## src/rtl/rob_multiport_pkg.sv

```systemverilog
// rtl/rob_multiport_pkg.sv - shared entry types, encodings and default widths for the reorder buffer
package rob_multiport_pkg;

  localparam int ROB_TYPE_BIT      = 2;
  localparam int ROB_DATA_W        = 32;
  localparam int ROB_RD_W          = 5;
  localparam int ROB_DEPTH_BIT_DEF = 3;
  localparam int ROB_WB_PORTS_DEF  = 2;

  localparam logic [ROB_TYPE_BIT-1:0] ROB_T_RG = 2'd0;
  localparam logic [ROB_TYPE_BIT-1:0] ROB_T_ST = 2'd1;
  localparam logic [ROB_TYPE_BIT-1:0] ROB_T_BR = 2'd2;

  typedef struct packed {
    logic                    busy;
    logic                    done;
    logic                    redirect;
    logic [ROB_TYPE_BIT-1:0] typ;
    logic [ROB_RD_W-1:0]     rd;
    logic [ROB_DATA_W-1:0]   value;
  } rob_entry_t;

  // A live branch whose writeback reported a misprediction.
  function automatic logic is_redirect_br(input rob_entry_t e);
    return e.busy && (e.typ == ROB_T_BR) && e.redirect;
  endfunction

endpackage

```

## src/rtl/rob_commit_sel.sv

```systemverilog
// rtl/rob_commit_sel.sv - commit slot enables from the two oldest entries; ROB_DUAL_COMMIT_EN enables slot 1
module rob_commit_sel
  import rob_multiport_pkg::*;
(
  input  logic       i_rdy,
  input  logic       i_flush,
  input  rob_entry_t i_head0,
  input  rob_entry_t i_head1,
  output logic [1:0] o_en
);

  logic w_en0;
  logic w_unused_fields;

  // Nothing retires while stalled or while a redirect is waiting to be applied.
  assign w_en0 = i_rdy && !i_flush && i_head0.busy && i_head0.done;

`ifdef ROB_DUAL_COMMIT_EN
  // Slot 1 follows slot 0 in order, and never past a mispredicted branch.
  assign o_en = {w_en0 && i_head1.busy && i_head1.done && !is_redirect_br(i_head0), w_en0};
`else
  assign o_en = {1'b0, w_en0};
`endif

  assign w_unused_fields = ^{i_head0, i_head1};

endmodule

```

## src/rtl/rob_multiport.sv

```systemverilog
// rtl/rob_multiport.sv - multi-writeback reorder buffer with operand query and in-order commit; ROB_DUAL_COMMIT_EN selects two commit slots
module rob_multiport
  import rob_multiport_pkg::*;
#(
  parameter int DEPTH_BIT = ROB_DEPTH_BIT_DEF,
  parameter int WB_PORTS  = ROB_WB_PORTS_DEF
) (
  input  logic                           clk_in,
  input  logic                           rst_in,
  input  logic                           rdy_in,
  input  logic                           issue_valid,
  output logic                           issue_ready,
  input  logic [ROB_TYPE_BIT-1:0]        issue_type,
  input  logic [ROB_RD_W-1:0]            issue_rd,
  input  logic [ROB_DATA_W-1:0]          issue_value,
  input  logic                           issue_done,
  output logic [DEPTH_BIT-1:0]           issue_idx,
  input  logic [WB_PORTS-1:0]            wb_valid,
  input  logic [WB_PORTS*DEPTH_BIT-1:0]  wb_idx,
  input  logic [WB_PORTS*ROB_DATA_W-1:0] wb_value,
  input  logic [WB_PORTS-1:0]            wb_redirect,
  input  logic [DEPTH_BIT-1:0]           q_idx1,
  input  logic [DEPTH_BIT-1:0]           q_idx2,
  output logic                           q_ready1,
  output logic                           q_ready2,
  output logic [ROB_DATA_W-1:0]          q_value1,
  output logic [ROB_DATA_W-1:0]          q_value2,
  output logic [1:0]                     cm_reg_valid,
  output logic [2*ROB_RD_W-1:0]          cm_reg_rd,
  output logic [2*ROB_DATA_W-1:0]        cm_reg_value,
  output logic [2*DEPTH_BIT-1:0]         cm_reg_idx,
  output logic [1:0]                     cm_store,
  output logic [DEPTH_BIT-1:0]           cm_head,
  output logic                           flush,
  output logic [ROB_DATA_W-1:0]          next_pc
);

  localparam int DEPTH = 1 << DEPTH_BIT;
  localparam logic [DEPTH_BIT:0] CNT_FULL = {1'b1, {DEPTH_BIT{1'b0}}};

  rob_entry_t              r_ent [DEPTH];
  logic [DEPTH_BIT-1:0]    r_head;
  logic [DEPTH_BIT-1:0]    r_tail;
  logic [DEPTH_BIT:0]      r_count;
  logic                    r_flush;
  logic [ROB_DATA_W-1:0]   r_next_pc;

  logic                    w_full;
  logic                    w_issue;
  logic [1:0]              w_cm_en;
  logic [DEPTH_BIT:0]      w_n_commit;
  logic [DEPTH_BIT-1:0]    w_slot_idx [2];
  rob_entry_t              w_slot_ent [2];

  assign w_full      = (r_count == CNT_FULL);
  assign issue_ready = !w_full && !r_flush;
  assign w_issue     = issue_valid && issue_ready && rdy_in;
  assign issue_idx   = r_tail;
  assign cm_head     = r_head;
  assign flush       = r_flush;
  assign next_pc     = r_next_pc;

  assign w_slot_idx[0] = r_head;
  assign w_slot_idx[1] = r_head + DEPTH_BIT'(1);
  assign w_slot_ent[0] = r_ent[w_slot_idx[0]];
  assign w_slot_ent[1] = r_ent[w_slot_idx[1]];

  rob_commit_sel u_commit_sel (
    .i_rdy   (rdy_in),
    .i_flush (r_flush),
    .i_head0 (w_slot_ent[0]),
    .i_head1 (w_slot_ent[1]),
    .o_en    (w_cm_en)
  );

  assign w_n_commit = {{DEPTH_BIT{1'b0}}, w_cm_en[0]} + {{DEPTH_BIT{1'b0}}, w_cm_en[1]};

  // Operand lookup: stored result if done, else the highest-numbered writeback port hitting that index.
  function automatic logic [ROB_DATA_W:0] f_query(input logic [DEPTH_BIT-1:0] idx);
    logic [ROB_DATA_W:0] res;
    res = '0;
    if (r_ent[idx].done) begin
      res = {1'b1, r_ent[idx].value};
    end else begin
      for (int p = 0; p < WB_PORTS; p++) begin
        if (wb_valid[p] && (wb_idx[p*DEPTH_BIT +: DEPTH_BIT] == idx)) begin
          res = {1'b1, wb_value[p*ROB_DATA_W +: ROB_DATA_W]};
        end
      end
    end
    return res;
  endfunction

  // Two independent combinational operand query ports.
  always_comb begin
    {q_ready1, q_value1} = f_query(q_idx1);
    {q_ready2, q_value2} = f_query(q_idx2);
  end

  // Commit outputs per slot; register fields are zero unless that slot writes a register.
  always_comb begin
    cm_reg_valid = '0;
    cm_store     = '0;
    cm_reg_rd    = '0;
    cm_reg_value = '0;
    cm_reg_idx   = '0;
    for (int s = 0; s < 2; s++) begin
      if (w_cm_en[s] && (w_slot_ent[s].typ == ROB_T_ST)) begin
        cm_store[s] = 1'b1;
      end
      if (w_cm_en[s] && (w_slot_ent[s].typ == ROB_T_RG) && (w_slot_ent[s].rd != '0)) begin
        cm_reg_valid[s]                           = 1'b1;
        cm_reg_rd[s*ROB_RD_W +: ROB_RD_W]         = w_slot_ent[s].rd;
        cm_reg_value[s*ROB_DATA_W +: ROB_DATA_W]  = w_slot_ent[s].value;
        cm_reg_idx[s*DEPTH_BIT +: DEPTH_BIT]      = w_slot_idx[s];
      end
    end
  end

  // Entry state, pointers, occupancy and redirect; writeback then retire then allocate.
  always_ff @(posedge clk_in) begin
    if (rst_in) begin
      for (int i = 0; i < DEPTH; i++) r_ent[i] <= '0;
      r_head    <= '0;
      r_tail    <= '0;
      r_count   <= '0;
      r_flush   <= 1'b0;
      r_next_pc <= '0;
    end else if (rdy_in) begin
      if (r_flush) begin
        for (int i = 0; i < DEPTH; i++) begin
          r_ent[i].busy <= 1'b0;
          r_ent[i].done <= 1'b0;
        end
        r_head  <= '0;
        r_tail  <= '0;
        r_count <= '0;
        r_flush <= 1'b0;
      end else begin
        for (int p = 0; p < WB_PORTS; p++) begin
          if (wb_valid[p] && r_ent[wb_idx[p*DEPTH_BIT +: DEPTH_BIT]].busy) begin
            r_ent[wb_idx[p*DEPTH_BIT +: DEPTH_BIT]].done     <= 1'b1;
            r_ent[wb_idx[p*DEPTH_BIT +: DEPTH_BIT]].value    <= wb_value[p*ROB_DATA_W +: ROB_DATA_W];
            r_ent[wb_idx[p*DEPTH_BIT +: DEPTH_BIT]].redirect <= wb_redirect[p];
          end
        end
        for (int s = 0; s < 2; s++) begin
          if (w_cm_en[s]) begin
            r_ent[w_slot_idx[s]].busy <= 1'b0;
            r_ent[w_slot_idx[s]].done <= 1'b0;
          end
        end
        if (w_issue) begin
          r_ent[r_tail] <= '{busy: 1'b1, done: issue_done, redirect: 1'b0,
                             typ: issue_type, rd: issue_rd, value: issue_value};
        end
        if (w_cm_en[0] && is_redirect_br(w_slot_ent[0])) begin
          r_flush   <= 1'b1;
          r_next_pc <= w_slot_ent[0].value;
        end else if (w_cm_en[1] && is_redirect_br(w_slot_ent[1])) begin
          r_flush   <= 1'b1;
          r_next_pc <= w_slot_ent[1].value;
        end
        r_head  <= r_head + w_n_commit[DEPTH_BIT-1:0];
        r_tail  <= r_tail + DEPTH_BIT'(w_issue);
        r_count <= r_count + {{DEPTH_BIT{1'b0}}, w_issue} - w_n_commit;
      end
    end
  end

endmodule

```

## config.mk

```make
export PLATFORM = sky130hd
export DESIGN_NAME = rob_multiport
export DESIGN_NICKNAME = d
export VERILOG_FILES = /design/src/rtl/rob_multiport_pkg.sv /design/src/rtl/rob_commit_sel.sv /design/src/rtl/rob_multiport.sv
export SDC_FILE = /design/constraint.sdc
export NUM_CORES = 1
export LEC_CHECK = 0
export ABC_AREA = 1
export CAP_MARGIN = 0
export CELL_PAD_IN_SITES_DETAIL_PLACEMENT = 1
export CELL_PAD_IN_SITES_GLOBAL_PLACEMENT = 2
export CORE_UTILIZATION = 35
export DETAILED_ROUTE_END_ITERATION = 7
export PLACE_DENSITY = 0.83
export SKIP_CTS_REPAIR_TIMING = 1
export SLEW_MARGIN = 25
export SYNTH_ARGS = -nofsm -noshare
export SYNTH_HDL_FRONTEND = slang
export SYNTH_SLANG_ARGS = --single-unit
```

## constraint.sdc

```tcl
create_clock -name clk_in -period 5.1 [get_ports clk_in]
set_input_delay 1.02 -clock clk_in [delete_from_list [all_inputs] [get_ports clk_in]]
set_output_delay 1.02 -clock clk_in [all_outputs]
set_load 0.02 [all_outputs]
```

After elaboration in Yosys (flattened, before gate mapping)
Memories as Yosys holds them, arrays and structs flattened. A register that Yosys moved wholly into a read port is not among the register bits.
Index checks and enable logic that the tools add are counted.
- register bits: 43
- RAM bits: 336
- output and inout bits: 190
- memories: 1
- memories (name ; words ; width ; read ports ; clocked after Yosys merged registers in ; wr ports ; line ; source):
    r_ent ; 8 ; 42 ; 5 ; 1 ; 8 ; rob_multiport.sv:41 ; rob_entry_t r_ent [DEPTH];
- add/sub/neg operators: 4
- eq/ne operators: 7
- muxes and demuxes: 72
- bitwise logic cells: 17
- reductions and logical operators: 27
- operator list (kind ; number):
    $mux W33 ; 6
    $mux W42 ; 4
    $reduce_or A42 Y1 ; 4
    $mux W1 ; 46
    $mux W3 ; 11
    $mux W32 ; 1
    $logic_and A1 B1 Y1 ; 18
    $or A1 B1 Y1 ; 16
    $eq A3 B3 Y1 ; 4
    $mux W4 ; 3
    $add A3 B1 Y3 ; 2
    $mux W5 ; 1
    $reduce_bool A5 Y1 ; 1
    $add A4 B1 Y4 ; 1
    $eq A4 B4 Y1 const B ; 1
    $sub A4 B1 Y4 ; 1
    $reduce_and A3 Y1 ; 1
    $eq A2 B1 Y1 const B ; 1
    $eq A2 B2 Y1 const B ; 1
    $logic_not A1 Y1 ; 2
    $logic_not A2 Y1 ; 1
    $not A1 Y1 ; 1

Depth between registers and ports, before layout
Gate-level depths: netlist of the first run.
- word-level depth: 12
- depth in mapped cells: 21
- mapped depth without buffers: 18

Hierarchy
From an unflattened synthesis of the first run, not the netlist that was laid out.
- cell total of the unflattened synthesis: 5477
- area, all modules: 33418.3 um^2
- modules (own cells, without submodules) (module ; instances ; cells an instance ; area each (um^2) ; seq. area each (um^2)):
    rob_multiport ; 1 ; 5470 ; 33382.0 ; 10850.4
    rob_commit_sel ; 1 ; 7 ; 36.3 ; 0.0

Least setup slack after synthesis of the first run
No wires, ideal clock.
- kind: input -> output
- start: input q_idx1[0]
- end: output q_value1[10]
- arrival time: 2.504 ns
- slack: 1.576 ns
- stages on the path: 9
- buffers on the path: 2
- path through: inv_1 -> clkbuf_1 -> clkbuf_1 -> nor2_1 -> o21ai_0 -> nand2_1 -> nand2_1 -> inv_1 -> o21ai_0
- longest elaborated chain between the ends: 5
- ends and longest elaborated chain (what ; line ; source):
    start: declaration ; rob_multiport.sv:22 ; input logic [DEPTH_BIT-1:0] q_idx1,
    $eq A3 B3 Y1 ; rob_multiport.sv:86 ; if (wb_valid[p] && (wb_idx[p*DEPTH_BIT +: DEPTH_BIT] == idx)) begin
    $logic_and A1 B1 Y1 ; rob_multiport.sv:86 ;
    $mux W33 (2 in a row) ; rob_multiport.sv:86 ;
    $mux W33 * ; rob_multiport.sv:82 ; if (r_ent[idx].done) begin
    end: declaration ; rob_multiport.sv:26 ; output logic [ROB_DATA_W-1:0] q_value1,
Mark *: on every way between the ends. The rest lies on a longest branch, timed or not.

==> results of run 1 <==
per-stage QoR:
step	power [W]	hold slack [ps]	instances	area, um2
final	0.008709	467.1	5408	33550
after floorplan	0.004474	442.4	4279	28930
after global routing	0.008983	495.5	5408	33550
after detailed placement	0.005152	461.3	5310	31890
after global placement	0.005132	450.7	5310	31890
after CTS	0.008722	471.7	5405	33510
synthesized netlist by cell type, types with 9 or more instances:
cell,instances,area [um2]
o21bai_1,15,112.6
nor3_1,35,175.2
nand4_1,10,62.56
inv_1,245,919.6
buf_4,57,427.9
buf_2,131,655.6
edfxtp_1,320,9609
o21ai_0,762,3814
clkbuf_1,135,506.7
buf_6,45,506.7
nor2_1,376,1411
nand2_1,1038,3896
clkinv_1,37,138.9
inv_2,12,45.04
buf_1,33,123.9
nand3_1,60,300.3
o22ai_1,72,450.4
o211ai_1,18,135.1
ha_1,9,112.6
nand2_2,14,87.58
a21oi_1,217,1086
dfxtp_1,62,1241
nor2_2,41,256.5
o21ai_1,457,2287
cells by family (layout without fill, tap and decap cells):
logic type / Yosys count / count (layout) / synth area share [%]
flip-flops: 382 / 382 / 37.71
buffers and inverters: 700 / 767 / 11.65
AND/OR/NAND/NOR: 1595 / 1595 / 22.53
AO/OA/AOI/OAI: 1550 / 1550 / 27.64
adder cells (fa/ha/maj): 10 / 10 / 0.4610
other: 1 / 44 / 0.01303
final cells by class:
class | count | area, um2 | area share (%)
Antenna cell | 2 | 5.005 | 0.01492
Clock buffer | 59 | 1328 | 3.957
Clock inverter | 36 | 294.0 | 0.8765
Inverter | 295 | 1111 | 3.312
Multi-Input combinational cell | 3197 | 14810 | 44.14
Sequential cell | 382 | 10860 | 32.37
Tap cell | 1060 | 1326 | 3.954
Timing Repair Buffer | 377 | 3816 | 11.38
registers in the layout, indices dropped and copies added, names as in the netlist, named ones only:
signal,count
r_ent,336
next_pc,32
r_count,4
cm_head,3
issue_idx,3
flush,1
worst paths after layout:
| check | endpoint | slack [ps] | depth (start not counted) |
|---|---|---|---|
| setup / recovery | cm_reg_value[10] | 310 | 12 |
| hold / removal | r_count[3] | 470 | 2 |
| setup reg to reg | r_count[2] | 1490 | 16 |
| hold reg to reg | r_count[3] | 470 | 2 |
per-layer routing:
layer | share of wire [%] | up-vias | track usage (%)
met2 | 45 | 1490 | 52.54
met1 | 43 | 15380 | 44.73
li1 | - | 14340 | -
met5 | 0 | - | 0
met3 | 8.9 | 266 | 5.055
met4 | 3.2 | 0 | 11.01
where the power goes:
group          leakage [nW]  internal [W]  switching (W)  total (W)
clock network         0.783       0.00206        0.00153    0.00359
logic                  8.47      0.000480        0.00108    0.00156
registers              3.81       0.00349      0.0000712    0.00356
placed cells by master, fill, tap and decap left out, types with 5 or more instances in the layout:
cell                n
a21oi_1           217
buf_12             24
buf_4              83
clkbuf_1            7
clkbuf_16          52
clkdlybuf4s50_1   265
clkinv_1           49
clkinv_2           11
clkinvlp_4          5
conb_1             42
dfxtp_1            59
edfxtp_1          320
ha_1                9
inv_1             242
inv_2              16
nand2_1          1019
nand2_2            32
nand3_1            60
nand3_4             8
nand4_1            10
nor2_1            376
nor2_2             41
nor3_1             35
o211ai_1           18
o21ai_0           762
o21ai_1           457
o21bai_1           15
o22ai_1            72
o31ai_1             5
worst min-delay path, delay by kind of cell (launching register included):
kind            cells  cell delay [ps]
compound gates      1               50
simple gates        1               60
flops               1              310
==> flow_summary.yaml, run 1 <==
setup_path:
  crit_family: "buffers and inverters"
  crit_buf_inv: 4
  path_cells: "clkinv_2, buf_4, o21ai_0, nand3_1, nand2_1, nand2_1, nor2_1, nand2_1, nand2_4, buf_4, nor2_2, clkdlybuf4s50_1"
  crit_path_max_incr_delay_ps: 590
  critPathMostFrequentCell: "nand2_1"
  critPathLaunchType: "register"
  slowest_stage: "dfxtp_4"
  crit_fanout: 30
  cp.arrival_ps: 3770
  cp-end-kind: "primary output"
  path_class: "reg2out"
  cp_data_required_time_ps: 4080
die:
  dieWidth_um: 288.7
  initial_core_util_pct: 35.55
  io_pins: 314
  die_height_um: 288.7
  core_area_um2: 80940
  fp-row-count: 104
  dieArea_um2: 83350
timing:
  period_needed_ps: 4785
  final_max_slew_viol_count: 0
  timing.final.crit_share_pct: 93.83
  setup_ws_ps: 314.7
  clock_skew_ps: 23.03
  worst_slew_pin_slew_ps: 1076
  slew_headroom_pct: 28.28
  hold_viol_final: 0
  finalSetupViolCount: 0
  final.setup.tns_ps: 0
  max_freq_mhz: 209.0
  rsz0062_at_grt: "false"
cells_and_area:
  finalNetCount: 4438
  drive_gt1_share_pct: 6.903
  syn_to_final_growth_pct: 16.59
  n_fill_cell: 10270
  postLayoutCoreUtil_pct: 41.45
global_route:
  grt_max_degree: 163
  grt_use_total_pct: 32.72
  grt_overflow: 0
  grt_first_pass_wirelength_um: 201700
  grt_pass1_vias: 30340
  antenna_found_initial: 2
power_and_ir_drop:
  pwr_density_cell_nw_per_um2: 259.6
  p_leak_nw: 13.07
  peakVddDrop_uv: 260.5
routing:
  vias_per_cell: 5.820
  wire_per_inst_um: 25.74
  routed_wl_um: 139200
  vias: 31480
  dr.first_iter.drc_count: 3241
  first_pass_iters: 5
  drtAntennaViolNets: 0
  route.detailed.drc: 0
clock_network:
  clock_latency_ps: 620
  clockRootBuffer: "clkbuf_16"
  path_clk_slew_ps: 60
  h-tree-depth: 2
  cts_buffers: 51
  clock_sinks: 382
  ctsLongestPathBuffers: 3
  cts_tree: "built"
logic_synthesis:
  yosysSeqAreaShare_pct: 37.71
  synth_cell_type_count: 41
  ys_async_sr_fraction_pct: 0
  synth_seq_cells: 382
  syn_area_per_cell_um2: 6.789
  synth_cells: 4238
  synth_edf_count: 320
  synth_warnings: 0
  ys.flop_type: "edfxtp_1"
  syn_area_um2: 28770
outcome:
  status: "finished, final reports clean"
hold_path:
  worstHoldPathType: "reg2reg"
  min_from: "r_count[3]"
placement:
  hpwl_um: 85270
  gp_congestion: 0.8550
  dp_slack_ps: 412.0
  port_buffers: 271
run:
  maxCapViolCount: 0
Note: power is estimated with default switching activity, not from simulation.
==> inputs of run 2 (changes only) <==
==> constraint.sdc (replaced) <==
create_clock -name clk_in -period 5.1 [get_ports clk_in]
set_input_delay 1.53 -clock clk_in [delete_from_list [all_inputs] [get_ports clk_in]]
set_output_delay 1.53 -clock clk_in [all_outputs]
set_load 0.02 [all_outputs]
==> run 2 against run 1 <==
  * Combinational power grew 6%
  * Setup slack lost 260 ps
  * Register-to-register slack lost 40 ps
==> flow_summary.yaml, run 2 (synthesis gave the netlist of run 1 again) <==
cells_and_area:
  finalNetCount: 4548
  final_cell_mix: "nand2_1, o21ai_0, o21ai_1, nor2_1, edfxtp_1"
  syn_to_final_growth_pct: 21.23
  fin_area_um2: 34880
  largest_register: "r_ent"
  layout_commonest_cell: "nand2_1"
  drive_gt1_share_pct: 9.791
  largest_register_ffs: 336
clock_network:
  clock_latency_ps: 610
  clockRootBuffer: "clkbuf_16"
  h-tree-depth: 2
  cts_buffers: 50
  clock_sinks: 382
  path_clk_slew_ps: 60
  ctsLongestPathBuffers: 3
  cts_tree: "built"
hold_path:
  hold_end: "r_count[2]"
  min_from: "r_count[2]"
  hold_depth: 2
  worstHoldPathType: "reg2reg"
routing:
  vias: 32020
  vias_per_cell: 5.807
  wire_per_inst_um: 25.42
  route.detailed.drc: 0
  dr.first_iter.drc_count: 3481
  first_pass_iters: 5
  drtAntennaViolNets: 0
  routed_wl_um: 140200
power_and_ir_drop:
  switching_share_pct: 30.09
  intPower_w: 0.006156
  switchingPower_w: 0.002650
  pwr-share-clk_pct: 40.9
  finalPower_w: 0.008807
  pwr-share-seq_pct: 40.4
  peakVddDrop_uv: 230.1
  pwr_density_cell_nw_per_um2: 252.5
  p_leak_nw: 15.15
  p_comb_share_pct: 18.7
global_route:
  grt_max_degree: 88
  grt_pass1_vias: 30650
  grt_use_total_pct: 32.52
  antenna_found_initial: 5
  grt_first_pass_wirelength_um: 200700
  grt_overflow: 0
setup_path:
  r2r_cells: 17
  crit_start: "wb_idx[2]"
  crit_buf_inv: 5
  r2r-end: "r_count[2]"
  crit_family: "buffers and inverters"
  path_class: "in2out"
  slowest_stage: "clkdlybuf4s50_1"
  cp-end-kind: "primary output"
  critPathMostFrequentCell: "nand2_1"
  crit_fanout: 6
  critPathLaunchType: "primary input"
  path_cells: "clkdlybuf4s50_1, inv_1, buf_4, nand2_1, a21oi_1, and2_4, nand2_8, buf_12, o22ai_1, nand2_1, o21ai_1, dlymetal6s2s_1"
  r2r_slack_ps: 1450
  crit_path_max_incr_delay_ps: 460
  cp.arrival_ps: 3520
  cp_data_required_time_ps: 3570
die:
  dieWidth_um: 288.7
  dieArea_um2: 83350
  die_height_um: 288.7
  initial_core_util_pct: 35.55
  core_area_um2: 80940
  fp-row-count: 104
  io_pins: 314
timing:
  slew_headroom_pct: 31.92
  clock_skew_ps: 12.08
  finalSetupViolCount: 0
  timing.final.crit_share_pct: 98.99
  period_needed_ps: 5048
  hold_viol_final: 0
  max_freq_mhz: 198.1
  final_max_slew_viol_count: 0
  worst_slew_pin_slew_ps: 1021
outcome:
  status: "finished, final reports clean"
run:
  maxCapViolCount: 0
placement:
  placed_cell_area_um2: 33100
  port_buffers: 271
  hpwl_um: 90040
  gp_congestion: 0.8555
[run 2: cell count changes in the layout (fill, tap and decap cells not counted), sizes merged]
cell / before / now
buf: 112 / 229
clkdlybuf4s50: 265 / 156
dlymetal6s2s: 0 / 80
clkbuf: 59 / 91
clkinv: 61 / 51
clkinvlp: 5 / 2
bufinv: 4 / 5
inv: 261 / 260
[run 2: metal layers]
| layer | up-vias | track usage [%] | routed length [um] |
|---|---|---|---|
| met5 | - | 0 | 21 |
| met4 | 4 | 12.86 | 5619 |
| met3 | 319 | 5.450 | 12610 |
| met2 | 1500 | 52.38 | 62840 |
| met1 | 15650 | 43.33 | 59080 |
| li1 | 14550 | - | - |
[run 2: worst max path at each step]
stage | end | slack, ps | depth (start not counted)
floorplan | q_value1[10] | 560 | 9
global placement | q_value2[7] | -300 | 12
detailed placement | q_value2[16] | -340 | 12
CTS | q_value2[10] | -350 | 12
global route | q_value2[26] | -30 | 12
finish | q_value2[13] | 50 | 12
[run 2: layout make-up]
| cell class | count | area, um2 |
|---|---|---|
| tap | 1060 | 1326 |
| timing repair buffer | 488 | 5144 |
| fill | 10230 | 46060 |
| sequential | 382 | 10860 |
| clock buffer | 68 | 1370 |
| antenna | 2 | 5.005 |
| clock inverter | 23 | 246.5 |
| inverter | 295 | 1111 |
| multi-input combinational | 3197 | 14820 |
[run 2: through the flow]
step / std cells / setup WS, ps / TNS, ps / utilization, % / hold WS, ps
CTS: 5510 / -354.2 / -16380 / 42.90 / 470.1
finish: 5515 / 51.63 / 0 / 43.09 / 462.1
global route: 5514 / -26.71 / -103.6 / 43.09 / 496.8
detailed placement: 5419 / -341.5 / -15750 / 40.90 / 461.2
floorplan: 4279 / 555.5 / 0 / - / 442.4
global placement: 5419 / -301.0 / -12620 / 40.90 / 452.7
[run 2: power groups by stage]
stage	clock [W]	sequential, W	combinational [W]
after floorplan	0	0.00359	0.000880
after global placement	0	0.00361	0.00162
after detailed placement	0	0.00362	0.00164
after CTS	0.00364	0.00355	0.00165
after global routing	0.00373	0.00357	0.00177
final	0.00360	0.00356	0.00165
[run 2: worst register-to-register path: cells and delay by family (launching register included)]
kind | cells | cell delay [ps]
compound gates | 3 | 320
fa+ha+maj | 3 | 910
buf+inv | 6 | 1340
flops | 1 | 480
simple gates | 5 | 530
